===== src/rtl/ir_queue_if.sv =====
// Handshake and decoded-field bundle between instruction fetch, the queue and decode.
interface ir_queue_if #(
  parameter int CNT_W = 3
);
  logic             in_valid;
  logic             in_ready;
  logic [31:0]      in_inst;
  logic             out_valid;
  logic             out_ready;
  logic             ext_sign;
  logic [5:0]       op_code;
  logic [4:0]       rs;
  logic [4:0]       rt;
  logic [4:0]       rd;
  logic [4:0]       shamt;
  logic [5:0]       func;
  logic [15:0]      imm16;
  logic [31:0]      imm_ext;
  logic [25:0]      addr26;
  logic [CNT_W-1:0] count;

  modport master (
    output in_valid, in_inst, out_ready, ext_sign,
    input  in_ready, out_valid, op_code, rs, rt, rd, shamt, func,
           imm16, imm_ext, addr26, count
  );

  modport slave (
    input  in_valid, in_inst, out_ready, ext_sign,
    output in_ready, out_valid, op_code, rs, rt, rd, shamt, func,
           imm16, imm_ext, addr26, count
  );
endinterface


===== src/rtl/ir_queue.sv =====
// Instruction register queue: circular buffer of fetched MIPS words with the
// head entry presented pre-split into its fields plus an extended immediate.
module ir_queue #(
  parameter int          DEPTH    = 4,
  parameter int          CNT_W    = $clog2(DEPTH + 1),
  parameter logic [31:0] NOP_INST = 32'h0000_0000
) (
  input  logic          clk,
  input  logic          rst_n,
  input  logic          flush,
  ir_queue_if.slave     q
);
  localparam int PTR_W = $clog2(DEPTH);

  logic [31:0]      mem_q [DEPTH];
  logic [PTR_W-1:0] wr_ptr_q, wr_ptr_d;
  logic [PTR_W-1:0] rd_ptr_q, rd_ptr_d;
  logic [CNT_W-1:0] count_q, count_d;
  logic             push;
  logic             pop;
  logic [31:0]      head;

  // No bypass: a full queue refuses input even when the head is being popped.
  assign q.in_ready  = (count_q != CNT_W'(DEPTH));
  assign q.out_valid = (count_q != '0);
  assign push        = q.in_valid && q.in_ready;
  assign pop         = q.out_valid && q.out_ready;

  always_comb begin
    wr_ptr_d = wr_ptr_q;
    rd_ptr_d = rd_ptr_q;
    count_d  = count_q;
    if (flush) begin
      wr_ptr_d = '0;
      rd_ptr_d = '0;
      count_d  = '0;
    end else begin
      if (push) wr_ptr_d = wr_ptr_q + PTR_W'(1);
      if (pop)  rd_ptr_d = rd_ptr_q + PTR_W'(1);
      if (push && !pop)      count_d = count_q + CNT_W'(1);
      else if (pop && !push) count_d = count_q - CNT_W'(1);
    end
  end

  always_ff @(posedge clk or negedge rst_n) begin
    if (!rst_n) begin
      wr_ptr_q <= '0;
      rd_ptr_q <= '0;
      count_q  <= '0;
    end else begin
      wr_ptr_q <= wr_ptr_d;
      rd_ptr_q <= rd_ptr_d;
      count_q  <= count_d;
    end
  end

  // Storage is never cleared; pointers and count alone define which entries are live.
  always_ff @(posedge clk) begin
    if (push && !flush) mem_q[wr_ptr_q] <= q.in_inst;
  end

  assign head      = q.out_valid ? mem_q[rd_ptr_q] : NOP_INST;
  assign q.op_code = head[31:26];
  assign q.rs      = head[25:21];
  assign q.rt      = head[20:16];
  assign q.rd      = head[15:11];
  assign q.shamt   = head[10:6];
  assign q.func    = head[5:0];
  assign q.imm16   = head[15:0];
  assign q.imm_ext = {{16{head[15] & q.ext_sign}}, head[15:0]};
  assign q.addr26  = head[25:0];
  assign q.count   = count_q;
endmodule


===== src/flat_wrapper.sv =====
// flat-port wrapper written by rule: the top's interface ports become plain ports
module ir_queue_flat 
#(
  parameter int          DEPTH    = 4,
  parameter int          CNT_W    = $clog2(DEPTH + 1),
  parameter logic [31:0] NOP_INST = 32'h0000_0000
)
  (clk, rst_n, flush, q_in_valid, q_in_inst, q_out_ready, q_ext_sign, q_in_ready, q_out_valid, q_op_code, q_rs, q_rt, q_rd, q_shamt, q_func, q_imm16, q_imm_ext, q_addr26, q_count);
  ir_queue_if #(.CNT_W(CNT_W)) q_i ();
  input  logic clk;
  input  logic rst_n;
  input  logic flush;
  input wire logic [$bits(q_i.in_valid)-1:0] q_in_valid;
  input wire logic [$bits(q_i.in_inst)-1:0] q_in_inst;
  input wire logic [$bits(q_i.out_ready)-1:0] q_out_ready;
  input wire logic [$bits(q_i.ext_sign)-1:0] q_ext_sign;
  output wire logic [$bits(q_i.in_ready)-1:0] q_in_ready;
  output wire logic [$bits(q_i.out_valid)-1:0] q_out_valid;
  output wire logic [$bits(q_i.op_code)-1:0] q_op_code;
  output wire logic [$bits(q_i.rs)-1:0] q_rs;
  output wire logic [$bits(q_i.rt)-1:0] q_rt;
  output wire logic [$bits(q_i.rd)-1:0] q_rd;
  output wire logic [$bits(q_i.shamt)-1:0] q_shamt;
  output wire logic [$bits(q_i.func)-1:0] q_func;
  output wire logic [$bits(q_i.imm16)-1:0] q_imm16;
  output wire logic [$bits(q_i.imm_ext)-1:0] q_imm_ext;
  output wire logic [$bits(q_i.addr26)-1:0] q_addr26;
  output wire logic [$bits(q_i.count)-1:0] q_count;
  assign q_i.in_valid = q_in_valid;
  assign q_i.in_inst = q_in_inst;
  assign q_i.out_ready = q_out_ready;
  assign q_i.ext_sign = q_ext_sign;
  assign q_in_ready = q_i.in_ready;
  assign q_out_valid = q_i.out_valid;
  assign q_op_code = q_i.op_code;
  assign q_rs = q_i.rs;
  assign q_rt = q_i.rt;
  assign q_rd = q_i.rd;
  assign q_shamt = q_i.shamt;
  assign q_func = q_i.func;
  assign q_imm16 = q_i.imm16;
  assign q_imm_ext = q_i.imm_ext;
  assign q_addr26 = q_i.addr26;
  assign q_count = q_i.count;
  ir_queue #(.DEPTH(DEPTH), .CNT_W(CNT_W), .NOP_INST(NOP_INST)) u_core (.clk(clk), .rst_n(rst_n), .flush(flush), .q(q_i));
endmodule

===== config.mk =====
export PLATFORM = sky130hd
export DESIGN_NAME = ir_queue_flat
export DESIGN_NICKNAME = d
export VERILOG_FILES = /design/src/rtl/ir_queue_if.sv /design/src/rtl/ir_queue.sv /design/src/flat_wrapper.sv
export SDC_FILE = /design/constraint.sdc
export NUM_CORES = 1
export LEC_CHECK = 0
export CORE_MARGIN = 1.5
export CORE_UTILIZATION = 40
export CTS_BUF_LIST = sky130_fd_sc_hd__clkbuf_4
export DETAILED_ROUTE_END_ITERATION = 7
export PLACE_DENSITY = 0.74
export SLEW_MARGIN = 10
export SYNTH_ARGS = -nofsm -noshare
export SYNTH_HDL_FRONTEND = slang
export SYNTH_SLANG_ARGS = --single-unit

===== constraint.sdc =====
create_clock -name clk -period 3.1 [get_ports clk]
set_clock_uncertainty 0.05 [all_clocks]
set_input_delay 0.62 -clock clk [delete_from_list [all_inputs] [get_ports clk]]
set_output_delay 0.62 -clock clk [all_outputs]
set_load 0.05 [all_outputs]

# == After elaboration in Yosys (flattened, before gate mapping) ==
# Memories as Yosys holds them, arrays and structs flattened.
# Cells that the tools add are included.
# totals
word_cells,32
n_memories,1
output_inout_bits,111
mem_bits_rw,128
register_bits,7
# classes
addsub,4
n_mux,10
n_bitwise,1
eq_ne,1
n_reduce_logical,12
# mem_list
name,depth,width,read_ports,rd_ports_with_merged_regs,write_ports,line,rtl
u_core.mem_q,4,32,1,0,1,ir_queue.sv:15,logic [31:0] mem_q [DEPTH];
# op_table
op,count
$mux 32,1
$mux 3,3
$mux 2,4
$reduce_bool 3->1,2
$logic_and 1x1->1,5
$add 2x1->2 const B,2
$reduce_bool 2->1,2
$add 3x1->3 const B,1
$logic_not 1->1,3
$ne 3x3->1 const B,1
$sub 3x1->3 const B,1
$mux 1,2
$and 1x1->1,1

# == Longest topological paths before layout ==
# Gate-level depths: netlist of the first run.
# logic_depth
word_depth,7
ltp_mapped,8
mapped_depth_nobuf,7

# == Least setup slack after synthesis of the first run ==
# No wires, ideal clock.
# synth_timing
path_kind,register to output
startpoint,reg u_core.count_q[0] (netlist: u_core.q.count[0])
endpoint,out q_rs[1]
arrival_ns,2.463
slack_ns,-0.033
path_stages_with_launch,6
cell_sequence,dfrtp_1 buf_2 or3_1 clkbuf_1 and2_1 buf_4
# synth_between
elab_chain_cells,2
# synth_lines
element,line,rtl
"start, declared",ir_queue.sv:18,"logic [CNT_W-1:0] count_q, count_d;"
"start signal, assigned",ir_queue.sv:53,count_q <= count_d;
$reduce_bool 3->1,ir_queue.sv:25,assign q.out_valid = (count_q != '0);
net q_out_valid,flat_wrapper.sv:18,output wire logic [$bits(q_i.out_valid)-1:0] q_out_valid;
$mux 32,ir_queue.sv:62,assign head = q.out_valid ? mem_q[rd_ptr_q] : NOP_INST;
"end, declared",flat_wrapper.sv:20,output wire logic [$bits(q_i.rs)-1:0] q_rs;
# The timed path passes the listed nets, and every way through them passes these cells.

# == Worst setup path in the final report of the first run ==
# layout_timing
startpoint,reg u_core.rd_ptr_q[0]
endpoint,out q_func[0]
# layout_between
elab_chain_cells,2
# layout_lines
element,line,rtl
"start, declared",ir_queue.sv:17,"logic [PTR_W-1:0] rd_ptr_q, rd_ptr_d;"
"start signal, assigned",ir_queue.sv:52,rd_ptr_q <= rd_ptr_d;
$mem_v2 4x32,n/a,
$mux 32,ir_queue.sv:62,
"end, declared",flat_wrapper.sv:24,output wire logic [$bits(q_i.func)-1:0] q_func;
# No other way between the ends.

==> flow_summary_export.csv, run 1 <==
group,metric,value,unit
timing,final.min_clock_period,2.96,ns
drt,dr.pass1.iters,4,
timing,final-setup-viol-count,0,
setup_path,critical_path.top_delay_family,"multiplexers",
global_routing,maximum_number_of_pins_on_one_net_before_global_route_repair,35,
placed_design,gpl.final_weighted_congestion,0.702,
clock_network,worst_setup_hold_path_clk_slew,0.11,ns
setup_path,largest_incremental_delay_on_the_critical_path,0.59,ns
finish,antenna-diode-count,0,
setup_path,worstPathArrival,2.29,ns
clock_network,clockBufferDepth,2,
floorplanning,die_y,125,µm
clock_network,cts-root-buf,"clkbuf_4",
clock_network,postCtsSetupRepairBufs,0,
timing,hold_violations,0,
timing,fmax,0.338,GHz
placed_design,placement.io_buffers,148,
global_routing,grt_usage,14.7,%
floorplanning,rows,44,
yosys,ys_ff_latch,135,
setup_path,standard_cell_with_the_maximum_stage_delay_on_the_critical_path,"mux4_1",
drt,final_wl,11.0,mm
global_routing,grt-ovfl-total,0,
yosys,synthesis.yosys.warnings,0,
setup_path,cp.required,2.43,ns
setup_path,rr_worst_depth,7,
timing,max_transition_viols_final,0,
setup_path,critPathLaunchType,"flop",
floorplanning,core_region_area,14600,µm²
status,status,"complete, no violations",
yosys,register_area_share_after_synthesis,67.1,%
worst_hold_path,worst_hold_check_path_type,"in -> async",
floorplanning,die_width,125,µm
drt,route.detailed.vias_per_inst,4.85,
yosys,syn-cell-area,5990,µm²
drt,route.antenna.remaining_nets,0,
finish,share_of_post_route_cells_with_drive_strength_above_1,43.4,%
timing,worstMarginPinSlew,0.496,ns
global_routing,first_global_vias,3238,
drt,num_vias,3035,
global_routing,antenna_found_initial,0,
clock_network,clock_sinks,135,
finish,areaGrowthSynthToFinish,41.6,%
timing,max-slew-margin-rel,66.8,%
yosys,syn_area_per_cell,17.7,µm²
timing,grt_setup_unrepaired,"false",
setup_path,r2r-start,"u_core.q.count[1]",
floorplanning,fp.dieArea,15700,µm²
clock_network,cts_buffers,17,
setup_path,crit_type,"reg -> out",
timing,fin_setup_tns,0,ns
setup_path,crit_path_cell_trace,"buf_6 > mux4_1 > and2_1 > buf_12",
yosys,synthesis.instances,339,
timing,finalCritPeriodShare,95.6,%
setup_path,worst_setup_path_end_kind,"output port",
setup_path,rrSetupSlack,0.69,ns
drt,drt_iter0_markers,162,
yosys,mappedNetlistNets,382,
floorplanning,initial_core_util,41.1,%
placed_design,place_hpwl,7.70,mm
clock_network,cts_tree,"yes",
setup_path,critPathMaxFanout,12,
flow_run,max_cap_viol_count,0,
drt,drc,0,
setup_path,critical_path_buf_inv_count,2,
yosys,ys_types,33,
floorplanning,top_level_ports,149,
clock_network,worstSkewPairLatency,0.51,ns
drt,route.detailed.wl_per_inst,17.6,µm
finish,total_nets_final,474,
setup_path,regToRegEndpoint,"u_core.q.count[2]",
clock_network,cts-htree-levels,4,
global_routing,grt_pass1_wl,17.3,mm
worst reg2reg max path, delay by kind of cell (launching register included):
| kind | cells | cell delay, ns |
|---|---|---|
| AOI/OAI and AO/OA | 3 | 0.71 |
| and+or+nand+nor | 2 | 0.51 |
| DFF | 1 | 0.49 |
| adders and majority gates | 1 | 0.44 |
| buffers and inverters | 1 | 0.15 |
cell usage after synthesis (all sizes together):
| cell | instances | share of area (%) |
|---|---|---|
| ha | 4 | 0.84 |
| o311ai | 1 | 0.15 |
| mux2i | 2 | 0.33 |
| and3 | 2 | 0.21 |
| inv | 6 | 0.38 |
| edfxtp | 128 | 64 |
| o31ai | 1 | 0.13 |
| mux2 | 2 | 0.38 |
| o211a | 1 | 0.17 |
| xor2 | 2 | 0.29 |
| nor2 | 9 | 0.56 |
| nor3 | 1 | 0.083 |
| o311a | 1 | 0.17 |
| or3 | 1 | 0.10 |
| dfrtp | 7 | 2.9 |
| nand3 | 2 | 0.17 |
| and2 | 36 | 3.8 |
| a311oi | 1 | 0.15 |
| clkbuf | 6 | 0.38 |
| mux4 | 32 | 12 |
| o21ai | 2 | 0.17 |
| a21bo | 1 | 0.17 |
| a21oi | 2 | 0.17 |
| buf | 83 | 11 |
| nor3b | 1 | 0.13 |
| a211oi | 1 | 0.21 |
| fa | 1 | 0.33 |
| nand3b | 2 | 0.25 |
| nor4bb | 1 | 0.17 |
cells in the final DEF, fill, tap and decap left out, types with 3 or more instances in the layout:
cell type / Yosys / routed
ha_1: 4 / 4
clkinv_4: 0 / 3
clkbuf_4: 0 / 18
nor2_1: 9 / 9
inv_1: 6 / 6
edfxtp_1: 128 / 128
dfrtp_2: 0 / 5
and2_1: 36 / 32
mux4_1: 4 / 4
buf_12: 3 / 104
clkdlybuf4s50_1: 0 / 41
bufinv_16: 0 / 3
mux4_2: 28 / 28
buf_4: 73 / 15
and2_2: 0 / 4
sequential cells by signal, summed over array words and instances, names as in the netlist:
name,count
u_core.rd_ptr_q,2
u_core.mem_q,128
u_core.q.count,3
u_core.wr_ptr_q,2
per-stage QoR:
step	setup WS [ns]	instances	utilization, %	cell area, µm²	hold slack [ns]
CTS	0.00567	626	58.1	8470	0.280
floorplan	0.165	339	-	5990	0.274
global route	0.00229	626	58.1	8480	0.272
detailed placement	0.169	596	56.1	8180	0.545
global placement	0.297	596	56.1	8180	0.528
finish	0.138	626	58.1	8480	0.323
worst max path at each step:
stage                        from           endpoint  slack [ns]  depth (start not counted)
2_1_floorplan   u_core.q.count[2]  u_core.q.count[2]        0.17                          8
3_3_place_gp          q_out_ready  u_core.q.count[2]        0.30                          7
3_5_place_dp          q_out_ready  u_core.q.count[2]        0.17                          7
4_1_cts         u_core.q.count[2]         q_in_ready       0.006                          3
5_1_grt        u_core.rd_ptr_q[0]          q_func[0]       0.002                          4
6_report       u_core.rd_ptr_q[0]          q_func[0]        0.14                          4
logic make-up after synthesis:
group | Yosys count | synth area share [%]
flip-flops | 135 | 67.1
buffers and inverters | 95 | 11.6
AND/OR/NAND/NOR | 55 | 5.43
multiplexers | 36 | 13.0
AO/OA/AOI/OAI | 11 | 1.46
adder cells (fa/ha/maj) | 5 | 1.17
XOR/XNOR | 2 | 0.292
final cells by class:
type / instances / area [µm²]
clock buffer: 18 / 135
multi-input combinational: 109 / 1290
inverter: 6 / 22.5
sequential: 135 / 4030
tap: 184 / 230
fill: 1114 / 6110
timing repair buffer: 162 / 2630
clock inverter: 12 / 154
what timing repair did:
action                     4_1_cts  5_1_grt
hold buffers                     0        0
resized for setup                1        5
setup endpoints to repair        4       18
layer usage:
metal | vias to the layer above | track usage, % | part of all wire (%)
li1 | 1391 | - | -
met1 | 1523 | 17.4 | 41
met2 | 107 | 24.8 | 52
met3 | 14 | 5.13 | 5.6
met4 | 0 | 5.15 | 1.5
met5 | - | 0 | 0
Power of run 1 is not shown: default switching activity piles up to over one toggle a cycle in this logic, so the estimate is an artifact.
==> inputs of run 2 (changes only) <==
--- a/config.mk
+++ b/config.mk
@@ -9,8 +9,9 @@
 export CORE_UTILIZATION = 40
 export CTS_BUF_LIST = sky130_fd_sc_hd__clkbuf_4
 export DETAILED_ROUTE_END_ITERATION = 7
-export PLACE_DENSITY = 0.74
+export PLACE_DENSITY = 0.76
 export SLEW_MARGIN = 10
 export SYNTH_ARGS = -nofsm -noshare
 export SYNTH_HDL_FRONTEND = slang
 export SYNTH_SLANG_ARGS = --single-unit
+export TNS_END_PERCENT = 10
==> flow_summary_export.csv, run 2 (synthesis results as in run 1) <==
group,metric,value,unit
finish,top_register,"u_core.mem_q",
drt,num_vias,3040,
finish,share_of_post_route_cells_with_drive_strength_above_1,43.3,%
drt,final_wl,11.2,mm
timing,final-setup-viol-count,0,
drt,drt_iter0_markers,91,
setup_path,cp-startpoint,"u_core.rd_ptr_q[0]",
clock_network,worstSkewPairLatency,0.51,ns
setup_path,r2r-start,"u_core.q.count[2]",
setup_path,largest_incremental_delay_on_the_critical_path,0.51,ns
status,status,"complete, no violations",
clock_network,clock_sinks,135,
global_routing,grt_pass1_wl,18.2,mm
placed_design,placement.io_buffers,148,
setup_path,rr_worst_depth,7,
placed_design,gpl.final_weighted_congestion,0.726,
drt,dr.pass1.iters,4,
setup_path,crit_type,"reg -> out",
drt,route.detailed.wl_per_inst,17.9,µm
timing,max-slew-margin-rel,65.2,%
drt,drc,0,
setup_path,worst_setup_path_end_kind,"output port",
timing,finalCritPeriodShare,95.5,%
global_routing,grt_usage,15.3,%
clock_network,worst_setup_hold_path_clk_slew,0.11,ns
floorplanning,core_region_area,14600,µm²
clock_network,cts_hold_repair.buffers,0,
finish,areaGrowthSynthToFinish,43.2,%
setup_path,crit_path_cell_trace,"buf_4 > mux4_2 > and2_1 > buf_12",
floorplanning,fp.dieArea,15700,µm²
floorplanning,top_level_ports,149,
floorplanning,die_width,125,µm
timing,grt_setup_unrepaired,"true",
timing,fmax,0.338,GHz
timing,final.min_clock_period,2.96,ns
placed_design,place_hpwl,7.76,mm
timing,holdWs,0.308,ns
drt,route.detailed.vias_per_inst,4.85,
global_routing,first_global_vias,3362,
clock_network,cts_tree,"yes",
global_routing,maximum_number_of_pins_on_one_net_before_global_route_repair,29,
worst_hold_path,worst_hold_check_path_type,"in -> async",
timing,hold_violations,0,
timing,worstMarginPinSlew,0.520,ns
clock_network,cts-htree-levels,4,
floorplanning,initial_core_util,41.1,%
setup_path,critPathMaxFanout,8,
global_routing,antenna_found_initial,0,
global_routing,grt-ovfl-total,0,
finish,total_nets_final,473,
setup_path,standard_cell_with_the_maximum_stage_delay_on_the_critical_path,"mux4_2",
setup_path,worstPathArrival,2.29,ns
finish,antenna-diode-count,0,
drt,route.antenna.remaining_nets,0,
finish,most-common-layout-cells,"edfxtp_1 (128), buf_12 (113), clkdlybuf4s50_1 (40)",
floorplanning,rows,44,
clock_network,cts-root-buf,"clkbuf_4",
clock_network,cts_buffers,17,
timing,max_transition_viols_final,0,
floorplanning,die_y,125,µm
setup_path,cp.required,2.43,ns
finish,largest_register_ffs,128,
setup_path,critPathLaunchType,"flop",
clock_network,clockBufferDepth,2,
setup_path,regToRegEndpoint,"u_core.q.count[2]",
finish,mostFrequentLayoutCell,"edfxtp_1",
flow_run,max_cap_viol_count,0,
setup_path,rrSetupSlack,0.43,ns
==> run 2: cell count changes in the layout (fill, tap and decap cells not counted), sizes merged <==
cell / delta
inv: +2
buf: -1
bufinv: -1
clkinv: +1
clkdlybuf4s50: -1
dlygate4sd2: +1
==> run 2: how the worst max path moves through the flow <==
stage | endpoint | slack [ns] | cells past startpoint
after floorplan | u_core.q.count[2] | 0.17 | 8
after global placement | q_imm_ext[20] | 0.30 | 4
after detailed placement | q_imm_ext[28] | 0.25 | 4
after CTS | q_shamt[1] | 0.01 | 4
after global routing | q_addr26[11] | -0.009 | 4
final | q_addr26[11] | 0.14 | 4
==> run 2: final cells by class <==
class,instances,area [µm²]
timing repair buffer,161,2730
multi-input combinational,109,1290
sequential,135,4020
inverter,6,22.5
clock inverter,14,150
fill,1045,6010
clock buffer,18,135
tap,184,230
==> run 2: per-layer routing <==
metal	wire length (µm)	GRT usage, %
met5	0	0
met1	4420	17.5
met4	117	4.41
met3	664	5.01
met2	6000	27.4
==> run 2: through the flow <==
step	util (%)	std cells	setup TNS (ns)	setup WS, ns	cell area (µm²)
2_1_floorplan	-	339	0	0.165	5990
3_3_place_gp	56.7	594	0	0.296	8280
3_5_place_dp	56.7	594	0	0.248	8280
4_1_cts	58.8	627	0	0.0128	8570
5_1_grt	58.8	627	-0.0510	-0.00893	8580
6_report	58.8	627	0	0.141	8580
==> run 2: worst max-delay path, delay by kind of cell (launching register included) <==
family / cells / cell delay (ns)
buf+inv: 2 / 0.46
mux: 1 / 0.51
simple gates: 1 / 0.30
flops: 1 / 0.49
==> run 2: what timing repair did <==
action,CTS,global route
hold endpoints to repair,0,0
setup buffers,1,0
gates resized for setup,3,3
endpoints found under the setup margin,90,17
Power of run 2 is left out for the same reason.
==> inputs of run 3 (changes only) <==
--- a/config.mk
+++ b/config.mk
@@ -10,7 +10,7 @@
 export CTS_BUF_LIST = sky130_fd_sc_hd__clkbuf_4
 export DETAILED_ROUTE_END_ITERATION = 7
 export PLACE_DENSITY = 0.76
-export SLEW_MARGIN = 10
+export SLEW_MARGIN = 20
 export SYNTH_ARGS = -nofsm -noshare
 export SYNTH_HDL_FRONTEND = slang
 export SYNTH_SLANG_ARGS = --single-unit
==> constraint.sdc (replaced) <==
create_clock -name clk -period 3.7 [get_ports clk]
set_clock_uncertainty 0.05 [all_clocks]
set_input_delay 0.74 -clock clk [delete_from_list [all_inputs] [get_ports clk]]
set_output_delay 0.74 -clock clk [all_outputs]
set_load 0.05 [all_outputs]
==> flow_summary_export.csv, run 3 (synthesis results as in run 1) <==
group,metric,value,unit
status,status,"complete, no violations",
clock_network,clock_sinks,135,
global_routing,first_global_vias,3103,
finish,top_register,"u_core.mem_q",
timing,final-setup-viol-count,0,
setup_path,critPathMaxFanout,15,
timing,max_transition_viols_final,0,
setup_path,crit_type,"reg -> out",
setup_path,r2r-start,"u_core.q.count[2]",
setup_path,worst_setup_path_end_kind,"output port",
drt,dr.pass1.iters,4,
setup_path,standard_cell_with_the_maximum_stage_delay_on_the_critical_path,"clkdlybuf4s50_1",
setup_path,largest_incremental_delay_on_the_critical_path,0.71,ns
drt,route.detailed.vias_per_inst,4.83,
floorplanning,top_level_ports,149,
floorplanning,fp.dieArea,15700,µm²
finish,num-fill-cells,1158,
finish,share_of_post_route_cells_with_drive_strength_above_1,21.4,%
finish,largest_register_ffs,128,
drt,num_vias,3017,
global_routing,grt-ovfl-total,0,
finish,layout.area.seq,4020,µm²
clock_network,cts-htree-levels,4,
finish,areaGrowthSynthToFinish,28.0,%
finish,antenna-diode-count,0,
setup_path,rrSetupSlack,1.08,ns
global_routing,maximum_number_of_pins_on_one_net_before_global_route_repair,35,
timing,fin_setup_tns,0,ns
clock_network,cts_buffers,17,
global_routing,antenna_found_initial,0,
setup_path,critPathLaunchType,"flop",
drt,route.detailed.wl_per_inst,17.0,µm
drt,route.antenna.remaining_nets,0,
floorplanning,core_region_area,14600,µm²
setup_path,rr_worst_depth,7,
worst_hold_path,worst_hold_check_path_type,"in -> async",
global_routing,grt_usage,14.1,%
setup_path,critical_path_buf_inv_count,2,
setup_path,cp-startpoint,"u_core.rd_ptr_q[0]",
timing,max-slew-margin-rel,62.9,%
finish,total_nets_final,470,
finish,most-common-layout-cells,"clkdlybuf4s50_1 (131), edfxtp_1 (128), and2_1 (32)",
timing,final.min_clock_period,3.51,ns
timing,grt_setup_unrepaired,"false",
drt,drt_iter0_markers,143,
flow_run,max_cap_viol_count,0,
timing,hold_violations,0,
setup_path,crit_end,"q_addr26[14]",
drt,drc,0,
clock_network,cts_hold_repair.buffers,0,
clock_network,worst_setup_hold_path_clk_slew,0.11,ns
finish,multi_input_area,1280,µm²
setup_path,path_depth,4,
global_routing,grt_pass1_wl,16.7,mm
clock_network,cts-root-buf,"clkbuf_4",
finish,mostFrequentLayoutCell,"clkdlybuf4s50_1",
placed_design,gpl.final_weighted_congestion,0.700,
clock_network,cts_tree,"yes",
floorplanning,rows,44,
clock_network,postCtsSetupRepairBufs,0,
placed_design,place_hpwl,7.08,mm
setup_path,regToRegEndpoint,"u_core.q.count[2]",
setup_path,cp.required,2.91,ns
timing,holdWs,0.441,ns
floorplanning,die_width,125,µm
timing,fmax,0.285,GHz
setup_path,crit_path_cell_trace,"buf_12 > mux4_2 > and2_1 > clkdlybuf4s50_1",
drt,final_wl,10.6,mm
timing,finalCritPeriodShare,94.9,%
timing,worstMarginPinSlew,0.557,ns
setup_path,critical_path.top_delay_family,"buffers and inverters",
floorplanning,die_y,125,µm
setup_path,worstPathArrival,2.72,ns
floorplanning,initial_core_util,41.1,%
placed_design,placement.io_buffers,148,
clock_network,clockBufferDepth,2,
clock_network,worstSkewPairLatency,0.52,ns
## run 3: cell type report
type	count	area share (%)
inverter	6	0.294
clock inverter	14	2.38
clock buffer	18	1.76
tap	184	3.00
sequential	135	52.4
timing repair buffer	158	23.4
multi-input combinational	109	16.7
## run 3: worst min-delay path by stage
stage                       start  slack [ns]                 end  depth (start not counted)
2_1_floorplan               rst_n        0.39   u_core.q.count[0]                          0
3_3_place_gp   u_core.wr_ptr_q[0]        0.52  u_core.wr_ptr_q[0]                          2
3_5_place_dp   u_core.wr_ptr_q[1]        0.54  u_core.wr_ptr_q[1]                          2
4_1_cts                     rst_n        0.38  u_core.wr_ptr_q[1]                          1
5_1_grt                     rst_n        0.39   u_core.q.count[2]                          1
6_report                    rst_n        0.44   u_core.q.count[2]                          1
## run 3: repair_timing
| action | CTS | global route |
|---|---|---|
| gates resized for setup | 1 | 1 |
| pin swaps | 0 | 0 |
| cloned | 0 | 0 |
| setup endpoints to repair | 1 | 1 |
## run 3: per-layer routing
metal / vias to the layer above / global-route usage, % / wire length (µm) / share of wire (%)
li1: 1391 / - / - / -
met1: 1503 / 16.4 / 4250 / 40
met2: 117 / 24.7 / 5760 / 54
met3: 6 / 4.58 / 527 / 5.0
met4: 0 / 4.81 / 73 / 0.69
met5: - / 0 / 0 / 0
## run 3: per-stage QoR
| step | cell area (µm²) | setup slack, ns | util [%] | cells |
|---|---|---|---|---|
| after floorplan | 5990 | 0.447 | - | 339 |
| after global placement | 7350 | 0.615 | 50.4 | 592 |
| after detailed placement | 7350 | 0.612 | 50.4 | 592 |
| after CTS | 7670 | 0.0558 | 52.6 | 624 |
| after global routing | 7670 | 0.0254 | 52.6 | 624 |
| final | 7670 | 0.188 | 52.6 | 624 |
Power of run 3 is left out for the same reason.
